**config.mk**
```make
export PLATFORM = sky130hd
export DESIGN_NAME = simon_host_flat
export DESIGN_NICKNAME = d
export VERILOG_FILES = /design/src/rtl/simon_host_pkg.sv /design/src/rtl/simon_host_if.sv /design/src/rtl/simon_word_pack.sv /design/src/rtl/simon_host.sv /design/src/flat_wrapper.sv
export SDC_FILE = /design/constraint.sdc
export NUM_CORES = 1
export LEC_CHECK = 0
export ABC_AREA = 0
export ABC_CLOCK_PERIOD_IN_PS = 3100
export CORE_AREA = 5 5 176 178
export DETAILED_ROUTE_END_ITERATION = 10
export DIE_AREA = 0 0 181 183
export SYNTH_ARGS = -nofsm -noshare
export SYNTH_HDL_FRONTEND = slang
export SYNTH_SLANG_ARGS = --single-unit
```
**constraint.sdc**
```tcl
create_clock -name clk -period 3.1 [get_ports clk]
set_clock_uncertainty 0.1 [all_clocks]
set_input_delay 0.93 -clock clk [delete_from_list [all_inputs] [get_ports clk]]
set_output_delay 0.93 -clock clk [all_outputs]
set_load 0.02 [all_outputs]
```
**src/rtl/simon_host_pkg.sv**
```systemverilog
// Shared types and constants for the SIMON host adapter: FSM state encoding,
// command opcodes and the block/key word-count derivations.
package simon_host_pkg;

    typedef enum logic [2:0] {
        ST_IDLE      = 3'd0,
        ST_COLLECT   = 3'd1,
        ST_KEY_ISSUE = 3'd2,
        ST_KEY_WAIT  = 3'd3,
        ST_BLK_ISSUE = 3'd4,
        ST_BLK_WAIT  = 3'd5,
        ST_SEND      = 3'd6,
        ST_DISCARD   = 3'd7
    } state_e;

    localparam logic [1:0] OP_KEY = 2'd0;
    localparam logic [1:0] OP_ENC = 2'd1;
    localparam logic [1:0] OP_DEC = 2'd2;
    localparam logic [1:0] OP_ILL = 2'd3;

    // Host words per 2N-bit data block
    function automatic int calc_bw(input int n);
        return (n * 32'sd2) / 32'sd32;
    endfunction

    // Host words per M*N-bit key
    function automatic int calc_kw(input int n, input int m);
        return (m * n) / 32'sd32;
    endfunction

    function automatic int cnt_width(input int words);
        return (words > 32'sd1) ? $clog2(words) : 32'sd1;
    endfunction

endpackage

```
**src/rtl/simon_host_if.sv**
```systemverilog
// Host-side command and result streams of the SIMON host adapter.
interface simon_host_if;

    logic        s_valid;
    logic        s_ready;
    logic [31:0] s_data;
    logic        m_valid;
    logic        m_ready;
    logic [31:0] m_data;

    modport master (
        output s_valid, s_data, m_ready,
        input  s_ready, m_valid, m_data
    );

    modport slave (
        input  s_valid, s_data, m_ready,
        output s_ready, m_valid, m_data
    );

endinterface

```
**src/rtl/simon_word_pack.sv**
```systemverilog
// Word-indexed 32-bit load / full-width capture register with an indexed
// 32-bit read port; holds key, block and result in turn.
module simon_word_pack #(
    parameter int WORDS = 32'sd4,
    parameter int IW    = 32'sd2
) (
    input  logic                  clk,
    input  logic                  nR,
    input  logic                  load_en,
    input  logic [IW-1:0]         load_idx,
    input  logic [31:0]           load_word,
    input  logic                  cap_en,
    input  logic [WORDS*32-1:0]   cap_data,
    input  logic [IW-1:0]         sel_idx,
    output logic [WORDS*32-1:0]   vec,
    output logic [31:0]           sel_word
);

    logic [WORDS*32-1:0] vec_r;

    // Packed storage: whole-vector capture has priority over a single word load
    always_ff @(posedge clk or negedge nR) begin
        if (!nR) begin
            vec_r <= '0;
        end else if (cap_en) begin
            vec_r <= cap_data;
        end else if (load_en) begin
            vec_r[{load_idx, 5'd0} +: 32] <= load_word;
        end else begin
            vec_r <= vec_r;
        end
    end

    assign vec      = vec_r;
    assign sel_word = vec_r[{sel_idx, 5'd0} +: 32];

endmodule

```
**src/rtl/simon_host.sv**
```systemverilog
// Host adapter between a 32-bit command/result stream pair and a SIMON cipher
// core: collects key/block payloads, hands them to the core, streams results.
module simon_host
    import simon_host_pkg::*;
#(
    parameter int N = 32'sd64,
    parameter int M = 32'sd2
) (
    input  logic              clk,
    input  logic              nR,
    simon_host_if.slave       host,
    output logic              newKey,
    output logic [M*N-1:0]    KEY,
    input  logic              loadKey,
    input  logic              doneKey,
    output logic              newData,
    output logic              enc_dec,
    output logic [2*N-1:0]    blockIN,
    input  logic              loadData,
    input  logic              doneData,
    input  logic [2*N-1:0]    outData,
    output logic              readData,
    output logic              busy,
    output logic              keyValid,
    output logic              err
);

    localparam int BW = calc_bw(N);
    localparam int KW = calc_kw(N, M);
    localparam int PW = (KW > BW) ? KW : BW;
    localparam int CW = cnt_width(PW);
    localparam logic [CW-1:0] BW_LAST = CW'(BW - 32'sd1);
    localparam logic [CW-1:0] KW_LAST = CW'(KW - 32'sd1);
    localparam logic [CW-1:0] CNT_ONE = CW'(1'b1);

    state_e            state_r;
    state_e            state_next_s;
    logic [CW-1:0]     cnt_r;
    logic [1:0]        op_r;
    logic              enc_dec_r;
    logic              key_valid_r;
    logic              err_r;
    logic              s_ready_r;
    logic              busy_r;
    logic              new_key_r;
    logic              new_data_r;
    logic              m_valid_r;
    logic              read_data_r;

    logic              s_xfer_s;
    logic              m_xfer_s;
    logic [1:0]        hdr_op_s;
    logic [CW-1:0]     collect_last_s;
    logic              cnt_adv_s;
    logic              hdr_take_s;
    logic              load_en_s;
    logic              cap_en_s;
    logic [PW*32-1:0]  cap_data_s;
    logic [PW*32-1:0]  vec_s;
    logic [31:0]       sel_word_s;

    assign s_xfer_s   = host.s_valid & s_ready_r;
    assign m_xfer_s   = m_valid_r & host.m_ready;
    assign hdr_op_s   = host.s_data[1:0];
    assign hdr_take_s = (state_r == ST_IDLE) & s_xfer_s;
    assign load_en_s  = (state_r == ST_COLLECT) & s_xfer_s;
    assign cap_en_s   = (state_r == ST_BLK_WAIT) & doneData;
    assign cnt_adv_s  = (((state_r == ST_COLLECT) || (state_r == ST_DISCARD)) && s_xfer_s)
                      || ((state_r == ST_SEND) && m_xfer_s);

    // Payload length of the command being collected
    always_comb begin
        collect_last_s = BW_LAST;
        if (op_r == OP_KEY) begin
            collect_last_s = KW_LAST;
        end else begin
            collect_last_s = BW_LAST;
        end
    end

    // Result is zero-extended when the shared register is wider than a block
    always_comb begin
        cap_data_s            = '0;
        cap_data_s[2*N-1:0]   = outData;
    end

    // Next-state logic
    always_comb begin
        state_next_s = state_r;
        case (state_r)
            ST_IDLE: begin
                if (s_xfer_s) begin
                    case (hdr_op_s)
                        OP_KEY:         state_next_s = ST_COLLECT;
                        OP_ENC, OP_DEC: state_next_s = key_valid_r ? ST_COLLECT : ST_DISCARD;
                        OP_ILL:         state_next_s = ST_IDLE;
                        default:        state_next_s = ST_IDLE;
                    endcase
                end else begin
                    state_next_s = ST_IDLE;
                end
            end
            ST_COLLECT: begin
                if (s_xfer_s && (cnt_r == collect_last_s)) begin
                    state_next_s = (op_r == OP_KEY) ? ST_KEY_ISSUE : ST_BLK_ISSUE;
                end else begin
                    state_next_s = ST_COLLECT;
                end
            end
            ST_KEY_ISSUE: state_next_s = loadKey  ? ST_KEY_WAIT : ST_KEY_ISSUE;
            ST_KEY_WAIT:  state_next_s = doneKey  ? ST_IDLE     : ST_KEY_WAIT;
            ST_BLK_ISSUE: state_next_s = loadData ? ST_BLK_WAIT : ST_BLK_ISSUE;
            ST_BLK_WAIT:  state_next_s = doneData ? ST_SEND     : ST_BLK_WAIT;
            ST_SEND: begin
                if (m_xfer_s && (cnt_r == BW_LAST)) begin
                    state_next_s = ST_IDLE;
                end else begin
                    state_next_s = ST_SEND;
                end
            end
            ST_DISCARD: begin
                if (s_xfer_s && (cnt_r == BW_LAST)) begin
                    state_next_s = ST_IDLE;
                end else begin
                    state_next_s = ST_DISCARD;
                end
            end
            default: state_next_s = ST_IDLE;
        endcase
    end

    // State, counter, command context and registered outputs decoded from the next state
    always_ff @(posedge clk or negedge nR) begin
        if (!nR) begin
            state_r     <= ST_IDLE;
            cnt_r       <= '0;
            op_r        <= OP_KEY;
            enc_dec_r   <= 1'b0;
            key_valid_r <= 1'b0;
            err_r       <= 1'b0;
            s_ready_r   <= 1'b0;
            busy_r      <= 1'b0;
            new_key_r   <= 1'b0;
            new_data_r  <= 1'b0;
            m_valid_r   <= 1'b0;
            read_data_r <= 1'b0;
        end else begin
            state_r <= state_next_s;

            if (state_next_s != state_r) begin
                cnt_r <= '0;
            end else if (cnt_adv_s) begin
                cnt_r <= cnt_r + CNT_ONE;
            end else begin
                cnt_r <= cnt_r;
            end

            if (hdr_take_s) begin
                op_r <= hdr_op_s;
            end else begin
                op_r <= op_r;
            end

            if (hdr_take_s && key_valid_r && ((hdr_op_s == OP_ENC) || (hdr_op_s == OP_DEC))) begin
                enc_dec_r <= (hdr_op_s == OP_ENC);
            end else begin
                enc_dec_r <= enc_dec_r;
            end

            // The core owns the old key from the moment it captures a new one
            if ((state_r == ST_KEY_ISSUE) && loadKey) begin
                key_valid_r <= 1'b0;
            end else if ((state_r == ST_KEY_WAIT) && doneKey) begin
                key_valid_r <= 1'b1;
            end else begin
                key_valid_r <= key_valid_r;
            end

            if (hdr_take_s && ((hdr_op_s == OP_ILL) || ((hdr_op_s != OP_KEY) && !key_valid_r))) begin
                err_r <= 1'b1;
            end else begin
                err_r <= err_r;
            end

            s_ready_r   <= (state_next_s == ST_IDLE) || (state_next_s == ST_COLLECT)
                         || (state_next_s == ST_DISCARD);
            busy_r      <= (state_next_s != ST_IDLE);
            new_key_r   <= (state_next_s == ST_KEY_ISSUE);
            new_data_r  <= (state_next_s == ST_BLK_ISSUE);
            m_valid_r   <= (state_next_s == ST_SEND);
            read_data_r <= cap_en_s;
        end
    end

    simon_word_pack #(
        .WORDS (PW),
        .IW    (CW)
    ) u_pack (
        .clk       (clk),
        .nR        (nR),
        .load_en   (load_en_s),
        .load_idx  (cnt_r),
        .load_word (host.s_data),
        .cap_en    (cap_en_s),
        .cap_data  (cap_data_s),
        .sel_idx   (cnt_r),
        .vec       (vec_s),
        .sel_word  (sel_word_s)
    );

    assign host.s_ready = s_ready_r;
    assign host.m_valid = m_valid_r;
    assign host.m_data  = sel_word_s;
    assign KEY          = vec_s[M*N-1:0];
    assign blockIN      = vec_s[2*N-1:0];
    assign newKey       = new_key_r;
    assign newData      = new_data_r;
    assign enc_dec      = enc_dec_r;
    assign readData     = read_data_r;
    assign busy         = busy_r;
    assign keyValid     = key_valid_r;
    assign err          = err_r;

endmodule
```
**src/flat_wrapper.sv**
```systemverilog
// flat-port wrapper written by rule: the top's interface ports become plain ports
module simon_host_flat import simon_host_pkg::*;
#(
    parameter int N = 32'sd64,
    parameter int M = 32'sd2
)
  (clk, nR, newKey, KEY, loadKey, doneKey, newData, enc_dec, blockIN, loadData, doneData, outData, readData, busy, keyValid, err, host_s_valid, host_s_data, host_m_ready, host_s_ready, host_m_valid, host_m_data);
  simon_host_if host_i ();
  input  logic clk;
  input  logic nR;
  output logic newKey;
  output logic [M*N-1:0] KEY;
  input  logic loadKey;
  input  logic doneKey;
  output logic newData;
  output logic enc_dec;
  output logic [2*N-1:0] blockIN;
  input  logic loadData;
  input  logic doneData;
  input  logic [2*N-1:0] outData;
  output logic readData;
  output logic busy;
  output logic keyValid;
  output logic err;
  input wire logic [$bits(host_i.s_valid)-1:0] host_s_valid;
  input wire logic [$bits(host_i.s_data)-1:0] host_s_data;
  input wire logic [$bits(host_i.m_ready)-1:0] host_m_ready;
  output wire logic [$bits(host_i.s_ready)-1:0] host_s_ready;
  output wire logic [$bits(host_i.m_valid)-1:0] host_m_valid;
  output wire logic [$bits(host_i.m_data)-1:0] host_m_data;
  assign host_i.s_valid = host_s_valid;
  assign host_i.s_data = host_s_data;
  assign host_i.m_ready = host_m_ready;
  assign host_s_ready = host_i.s_ready;
  assign host_m_valid = host_i.m_valid;
  assign host_m_data = host_i.m_data;
  simon_host #(.N(N), .M(M)) u_core (.clk(clk), .nR(nR), .host(host_i), .newKey(newKey), .KEY(KEY), .loadKey(loadKey), .doneKey(doneKey), .newData(newData), .enc_dec(enc_dec), .blockIN(blockIN), .loadData(loadData), .doneData(doneData), .outData(outData), .readData(readData), .busy(busy), .keyValid(keyValid), .err(err));
endmodule
```
==> flow_summary.yaml, run 1 <==
detailed_routing:
  post_drt_wl_per_cell_um: 22.4
  route.detailed.drc: 0
  routed_wl_um: 35300
  antenna_left: 0
  drt_iter0_drc: 441
  firstDrtPassIters: 5
  via_count: 7918
  via_per_inst: 5.03
synth:
  synth_top_cell_by_area: "dfrtp_1"
  synth_nets: 1018
  synth_edf_count: 0
  yosysUniqueCellTypes: 47
  synth_top_area_frac: 0.432
  ys.flop_type: "dfrtp_1"
  synthTopCellsByArea: "dfrtp_1 43%, buf_4 12%, a22oi_1 11%"
  synth_commonest_cells: "144 x dfrtp_1, 135 x nand2_1, 133 x buf_4"
  synthCells: 842
  ys_warn_count: 0
  synthMostInstantiatedCell: "dfrtp_1"
  ys_ff_latch: 144
  async_flop_share: 1.00
  avgSynthCellArea_um2: 9.90
  synth-seq-area-share: 0.432
  syn_area_um2: 8340
global_routing:
  grt_first_pass_wirelength_um: 51600
  grt_max_degree: 69
  track_usage: 0.200
  grt-ovfl-total: 0
  antenna_found_initial: 1
  grt_pass1_vias: 8034
worst_setup_path:
  cp_cell_sequence: "buf_12 > buf_12 > mux4_2 > dlygate4sd2_1"
  cpLargestDelayFamily: "buffers and inverters"
  r2r_start: "u_core.cnt_r[0]"
  worst-path-stages: 4
  r2r-end: "u_core.u_pack.vec[45]"
  critPathLaunchType: "flop"
  crit_end: "host_m_data[23]"
  cp_slowest_cell: "mux4_2"
  cp_num_buf_inv: 3
  timing.critical_path.mode_cell: "buf_12"
  required_ps: 2070
  path_max_fanout: 8
  reg2regPathDepth: 9
  arrival_ps: 1970
  crit_type: "flop to output port"
  endpoint_kind: "output port"
  cpPeakStageDelay_ps: 540
  crit_start: "u_core.cnt_r[0]"
  reg2reg_slack_ps: 290
job:
  drv_cap: 0
timing:
  tns_ps: 0
  fin_crit_sh: 0.969
  drv_slew: 0
  rsz0062_at_grt: "no"
  max-slew-margin-rel: 0.300
  setup_viol: 0
  whs_ps: 318
  max_slew.worst_pin.slew_ps: 1050
  min_period_ps: 3000
  fmax_ghz: 0.333
  hold_viol_final: 0
outcome:
  status: "completed"
cts:
  numCtsBuffers: 17
  clk_latency_ps: 410
  clock-sinks: 144
  cts_buffer_depth: 2
  cts-root-buf: "clkbuf_16"
  cts_tree: "built"
  h-tree-depth: 4
  clkSlewWorstSetupHoldPaths_ps: 70
pwr:
  p_int_mw: 7.06
  p_total_mw: 12.2
  seq_power_share: 0.266
  swShare: 0.423
  power_density_nw_per_um2: 918
  irDropWorstVdd_v: 0.000366
  pwr-share-clk: 0.186
  combinationalPowerShare: 0.548
  p_leak_nw: 5.20
  p_sw_mw: 5.18
placed_design:
  place.gp.congestion: 0.838
  port_buffers: 464
  dp_hpwl_um: 25700
  place_area_um2: 12600
die:
  die_h_um: 183
  io_pins: 465
  die_x_um: 181
  core_area_um2: 29200
  start_util: 0.285
  dieArea_um2: 33100
  rows: 63
layout:
  fin_nets: 1348
  final_cell_area_um2: 13300
  drive_gt1_frac: 0.0981
  area_growth_pct: 59.9
hold_path:
  hp-class: "input port to asynchronous set/reset pin"
-- registers in the layout, indices dropped and copies added (netlist names) --
register,count
u_core.u_pack.vec,128
u_core.state_r,3
u_core.cnt_r,2
u_core.op_r,2
u_core.busy,1
u_core.enc_dec,1
u_core.err,1
u_core.host.m_valid,1
u_core.host.s_ready,1
u_core.keyValid,1
u_core.newData,1
u_core.newKey,1
u_core.readData,1
-- logic make-up after synthesis --
logic type                 after synthesis  share of synthesized area
adders and majority gates                8                     0.0120
AOI/OAI and AO/OA                      282                      0.217
buffers and inverters                  197                      0.154
DFF                                    144                      0.432
and+or+nand+nor                        175                     0.0941
muxes                                   34                     0.0890
xor gates and xnor gates                 2                    0.00210
-- per-layer routing --
metal / track usage / up-vias / wire length, µm
li1: - / 3592 / -
met1: 0.244 / 3927 / 14200
met2: 0.349 / 366 / 17800
met3: 0.0543 / 33 / 2600
met4: 0.0567 / 0 / 726
met5: 0 / - / 0
-- worst reg2reg max path: cells and delay by family, from the launching register on --
kind | cells | cell delay, ps
buf+inv | 3 | 380
fa+ha+maj | 1 | 300
flops | 1 | 370
compound gates | 2 | 380
simple gates | 3 | 1190
-- layout by cell type, fill, tap and decap left out, types with 2 or more instances in the layout --
cell	count
ha_1	8
inv_6	4
o211a_1	2
buf_4	23
nor2_4	2
nand3_1	5
bufinv_16	5
a221o_1	2
clkdlybuf4s50_1	431
xnor2_1	2
nand4b_1	2
dfrtp_2	2
a21oi_1	4
a21o_1	2
a21oi_4	4
buf_12	11
nand4_1	2
nor3_1	6
dfrtp_1	142
a31oi_1	2
o21ai_1	64
nor2_1	6
o21ai_0	67
clkbuf_16	20
nor2b_1	7
mux4_2	32
dlygate4sd2_1	32
a22oi_1	126
clkinvlp_4	2
inv_1	6
nand2_1	135
-- metrics by stage --
stage	setup WS [ps]	utilization	cells
2_1_floorplan	589	-	842
3_3_place_gp	71.4	0.432	1539
3_5_place_dp	37.4	0.432	1539
4_1_cts	40.2	0.453	1568
5_1_grt	19.7	0.456	1573
6_report	97.2	0.456	1573
-- power by group through the flow --
stage	combinational (mW)	clock, mW	sequential, mW
final	6.71	2.28	3.25
after global routing	7.10	2.42	3.34
after CTS	6.68	2.34	3.26
after detailed placement	6.82	0	3.29
after global placement	6.77	0	3.27
after floorplan	3.45	0	3.63
-- cell type report --
class / instances / area, µm²
antenna: 1 / 2.50
clock buffer: 17 / 425
clock inverter: 12 / 209
fill: 2755 / 15900
inverter: 7 / 28.8
multi-input combinational: 501 / 3500
sequential: 144 / 3610
tap: 390 / 488
timing repair buffer: 501 / 5070
-- worst min path at each step --
| stage | from | to | slack [ps] | depth (start not counted) |
|---|---|---|---|---|
| 2_1_floorplan | u_core.op_r[1] | u_core.op_r[1] | 370 | 2 |
| 6_report | nR | u_core.u_pack.vec[68] | 320 | 1 |
| 4_1_cts | nR | u_core.u_pack.vec[4] | 320 | 1 |
| 3_3_place_gp | u_core.err | u_core.err | 380 | 1 |
| 5_1_grt | nR | u_core.u_pack.vec[68] | 330 | 1 |
| 3_5_place_dp | u_core.err | u_core.err | 370 | 1 |
-- repair_timing --
item / 4_1_cts / 5_1_grt
hold buffers: 0 / 0
setup buffers: 0 / 1
endpoints found under the setup margin: 32 / 1
gates resized for setup: 32 / 0
gates cloned: 0 / 3
Note: power is estimated with default switching activity, not from simulation.
==> inputs of run 2 (changes only) <==
--- a/config.mk
+++ b/config.mk
@@ -6,10 +6,11 @@
 export NUM_CORES = 1
 export LEC_CHECK = 0
 export ABC_AREA = 0
-export ABC_CLOCK_PERIOD_IN_PS = 3100
+export ABC_CLOCK_PERIOD_IN_PS = 3300
 export CORE_AREA = 5 5 176 178
 export DETAILED_ROUTE_END_ITERATION = 10
 export DIE_AREA = 0 0 181 183
+export SLEW_MARGIN = 10
 export SYNTH_ARGS = -nofsm -noshare
 export SYNTH_HDL_FRONTEND = slang
 export SYNTH_SLANG_ARGS = --single-unit
==> constraint.sdc (replaced) <==
create_clock -name clk -period 3.3 [get_ports clk]
set_clock_uncertainty 0.1 [all_clocks]
set_input_delay 0.99 -clock clk [delete_from_list [all_inputs] [get_ports clk]]
set_output_delay 0.99 -clock clk [all_outputs]
set_load 0.02 [all_outputs]
==> run 2 against run 1 <==
Critical path depth fell by 1. Register-to-register slack improved by 170 ps. Combinational power decreased by 7.5%. Largest cell class unchanged. Largest power group unchanged. Highest routed layer unchanged.
==> flow_summary.yaml, run 2 (synthesis gave the netlist of run 1 again) <==
outcome:
  status: "completed"
worst_setup_path:
  critPathLaunchType: "flop"
  crit_start: "u_core.cnt_r[0]"
  crit_type: "flop to output port"
  reg2regPathDepth: 7
  path_max_fanout: 13
  required_ps: 2210
  endpoint_kind: "output port"
  arrival_ps: 2120
  r2r-end: "u_core.u_pack.vec[105]"
  crit_end: "host_m_data[5]"
  reg2reg_slack_ps: 460
  r2r_start: "u_core.cnt_r[0]"
timing:
  drv_slew: 0
  fmax_ghz: 0.311
  fin_crit_sh: 0.973
  hold_viol_final: 0
  min_period_ps: 3210
  tns_ps: 0
  max_slew.worst_pin.slew_ps: 1050
  fin_ws_ps: 89.7
  setup_viol: 0
  rsz0062_at_grt: "no"
  max-slew-margin-rel: 0.299
  whs_ps: 382
layout:
  final_common_cell: "clkdlybuf4s50_1"
  antennaDiodeCount: 0
  drive_gt1_frac: 0.0935
  largest_reg_flops: 128
  fin_nets: 1340
  fin_cells: 1567
  post-route-util: 0.450
  final_cell_area_um2: 13100
  area_growth_pct: 57.6
  final_cell_mix: "438 x clkdlybuf4s50_1, 142 x dfrtp_1, 135 x nand2_1, 126 x a22oi_1, 67 x o21ai_0"
die:
  die_h_um: 183
  dieArea_um2: 33100
  die_x_um: 181
  core_area_um2: 29200
  io_pins: 465
  start_util: 0.285
  rows: 63
pwr:
  p_leak_nw: 5.18
  irDropWorstVdd_v: 0.000323
  p_total_mw: 11.2
  power_density_nw_per_um2: 849
cts:
  cts_tree: "built"
  clkSlewWorstSetupHoldPaths_ps: 70
  cts-root-buf: "clkbuf_16"
  numCtsBuffers: 17
  cts_buffer_depth: 2
  clock-sinks: 144
  h-tree-depth: 4
  clk_latency_ps: 430
detailed_routing:
  via_count: 7764
  drt_iter0_drc: 515
  route.detailed.drc: 0
  firstDrtPassIters: 5
  via_per_inst: 4.95
  routed_wl_um: 34300
  post_drt_wl_per_cell_um: 21.9
  antenna_left: 0
hold_path:
  hp-class: "flop to flop"
placed_design:
  placed_cells: 1534
  port_buffers: 464
  dp_hpwl_um: 25400
  place.gp.congestion: 0.849
  dp_slack_ps: 204
  place_area_um2: 12600
global_routing:
  grt_first_pass_wirelength_um: 51500
  antenna_found_initial: 0
  grt-ovfl-total: 0
  grt_max_degree: 61
  track_usage: 0.199
  grt_pass1_vias: 8166
job:
  drv_cap: 0
==> run 2: changes by cell type in the layout (fill, tap and decap cells not counted), sizes merged <==
cell / delta
clkinvlp: +2
bufinv: -4
dlymetal6s2s: +12
buf: -5
clkbuf: -2
inv: +2
dlygate4sd2: -19
clkdlybuf4s50: +7
diode: -1
clkinv: +2
==> run 2: power breakdown <==
part           internal (mW)  switching [mW]  total (mW)
Clock                   1.05           0.848        1.90
Sequential              2.31           0.748        3.06
Combinational           2.96            3.25        6.21
Total                   6.32            4.84        11.2
==> run 2: final cells by class <==
class | instances | area, µm²
multi-input cells | 501 | 3500
repair buffers | 493 | 4960
inverters | 7 | 28.8
clock buffers | 18 | 429
well taps | 390 | 488
fillers | 2765 | 16100
clock inverters | 14 | 131
flip-flops and latches | 144 | 3610
==> run 2: critical path: stages (launching register included) <==
cell,delay (ps)
dfrtp_2,440
buf_12,190
mux4_2,500
clkdlybuf4s50_1,560
==> run 2: worst min path at each step <==
| stage | cells after the start | endpoint | slack [ps] | from |
|---|---|---|---|---|
| 2_1_floorplan | 2 | u_core.op_r[1] | 370 | u_core.op_r[1] |
| 3_3_place_gp | 1 | u_core.err | 380 | u_core.err |
| 3_5_place_dp | 1 | u_core.err | 360 | u_core.err |
| 4_1_cts | 1 | u_core.err | 380 | u_core.err |
| 5_1_grt | 1 | u_core.u_pack.vec[68] | 410 | nR |
| 6_report | 1 | u_core.err | 380 | u_core.err |
==> run 2: timing repair <==
action                     in CTS  in global routing
hold buffers                    0                  0
gates resized for setup        13                 12
buffers inserted                1                  0
setup endpoints to repair      27                 12
==> run 2: per-layer routing <==
layer,up-vias,GRT usage,share of wire
met3,35,0.0522,0.069
met2,348,0.344,0.50
met1,3801,0.246,0.41
met4,0,0.0591,0.020
met5,-,0,0
li1,3580,-,-
==> inputs of run 3 (changes only) <==
--- a/config.mk
+++ b/config.mk
@@ -10,6 +10,8 @@
 export CORE_AREA = 5 5 176 178
 export DETAILED_ROUTE_END_ITERATION = 10
 export DIE_AREA = 0 0 181 183
+export MAX_ROUTING_LAYER = met4
+export PLACE_DENSITY = 0.65
 export SLEW_MARGIN = 10
 export SYNTH_ARGS = -nofsm -noshare
 export SYNTH_HDL_FRONTEND = slang
==> run 3 against run 2 <==
Die area unchanged. Highest routed layer unchanged. Flip-flop and latch count is the same. Non-clock buffer count up 3. Largest cell class unchanged. Utilization rose by 0.23 points. Critical path depth unchanged.
==> flow_summary.yaml, run 3 (synthesis gave the netlist of run 1 again) <==
detailed_routing:
  firstDrtPassIters: 5
  routed_wl_um: 34600
  via_per_inst: 5.00
  drt_iter0_drc: 508
  antenna_left: 0
  via_count: 7847
  route.detailed.drc: 0
  post_drt_wl_per_cell_um: 22.0
layout:
  fin_nets: 1343
  drive_gt1_frac: 0.0958
  fin_cells: 1570
  area_growth_pct: 58.4
  largest_reg_flops: 128
  final_common_cell: "clkdlybuf4s50_1"
  final_cell_mix: "434 x clkdlybuf4s50_1, 142 x dfrtp_1, 135 x nand2_1, 126 x a22oi_1, 67 x o21ai_0"
  post-route-util: 0.452
global_routing:
  track_usage: 0.206
  grt-ovfl-total: 0
  grt_max_degree: 61
  grt_first_pass_wirelength_um: 51600
  grt_pass1_vias: 8249
  antenna_found_initial: 1
hold_path:
  hold_depth: 1
  worstHoldStart: "u_core.err"
  hp-class: "flop to flop"
  holdPathEnd: "u_core.err"
die:
  die_h_um: 183
  rows: 63
  dieArea_um2: 33100
  core_area_um2: 29200
  start_util: 0.285
  die_x_um: 181
  io_pins: 465
timing:
  hold_viol_final: 0
  tns_ps: 0
  max-slew-margin-rel: 0.305
  whs_ps: 390
  fin_crit_sh: 0.978
  min_period_ps: 3230
  rsz0062_at_grt: "no"
  max_slew.worst_pin.slew_ps: 1040
  setup_viol: 0
  drv_slew: 0
  fmax_ghz: 0.310
cts:
  hold_buffers: 0
  clk_latency_ps: 410
  numCtsBuffers: 17
  cts_tree: "built"
  clock-sinks: 144
  cts-root-buf: "clkbuf_16"
  h-tree-depth: 4
  cts_buffer_depth: 2
  clkSlewWorstSetupHoldPaths_ps: 70
job:
  drv_cap: 0
worst_setup_path:
  endpoint_kind: "output port"
  cpPeakStageDelay_ps: 560
  path_max_fanout: 4
  r2r_start: "u_core.cnt_r[0]"
  reg2regPathDepth: 8
  cp_slowest_cell: "clkdlybuf4s50_1"
  required_ps: 2210
  arrival_ps: 2140
  r2r-end: "u_core.u_pack.vec[62]"
  cp_cell_sequence: "buf_4 > mux4_2 > clkdlybuf4s50_1"
  critPathLaunchType: "flop"
  reg2reg_slack_ps: 360
  crit_type: "flop to output port"
outcome:
  status: "completed"
pwr:
  p_total_mw: 11.4
  power_density_nw_per_um2: 860
  irDropWorstVdd_v: 0.000330
  p_leak_nw: 5.17
placed_design:
  place.gp.congestion: 0.864
  port_buffers: 464
  dp_hpwl_um: 25600
  placed_cells: 1536
## run 3: metrics by stage
stage	worst slack [ps]	instance area, µm²
6_report	73.9	13200
3_3_place_gp	183	12600
5_1_grt	3.78	13200
4_1_cts	5.71	13200
2_1_floorplan	729	8340
3_5_place_dp	143	12600
## run 3: power by group
part	internal, mW	switching [mW]	total, mW
Combinational	2.92	3.28	6.20
Sequential	2.31	0.760	3.07
Clock	1.28	0.829	2.10
Total	6.50	4.87	11.4
## run 3: how the worst max path moves through the flow
stage,startpoint,slack [ps],to
after floorplan,u_core.cnt_r[0],730,host_m_data[0]
after global placement,host_s_valid,180,u_core.u_pack.vec[52]
after detailed placement,host_s_valid,140,u_core.u_pack.vec[62]
after CTS,u_core.cnt_r[0],6,host_m_data[23]
after global routing,u_core.cnt_r[0],4,host_m_data[27]
final,u_core.cnt_r[0],70,host_m_data[27]
## run 3: area by class of cell
type,count,area [µm²]
Sequential cell,144,3610
Timing Repair Buffer,496,4960
Multi-Input combinational cell,501,3500
Antenna cell,1,2.50
Clock buffer,17,425
Tap cell,390,488
Clock inverter,14,203
Fill cell,2758,16000
Inverter,7,28.8
## run 3: timing repair
item	CTS	global route
gates resized for setup	24	6
setup endpoints to repair	24	7
hold endpoints to repair	0	0
setup buffers	2	0
## run 3: critical path, delay by kind of cell (launching register included)
| kind | cells | cell delay, ps |
|---|---|---|
| buf+inv | 2 | 730 |
| flops | 1 | 500 |
| mux | 1 | 500 |
## run 3: routing by layer
metal | vias to the layer above | global-route usage | part of all wire
met4 | 0 | 0.0648 | 0.028
met1 | 3821 | 0.248 | 0.41
li1 | 3579 | - | -
met5 | - | - | 0
met3 | 65 | 0.0430 | 0.063
met2 | 382 | 0.351 | 0.50
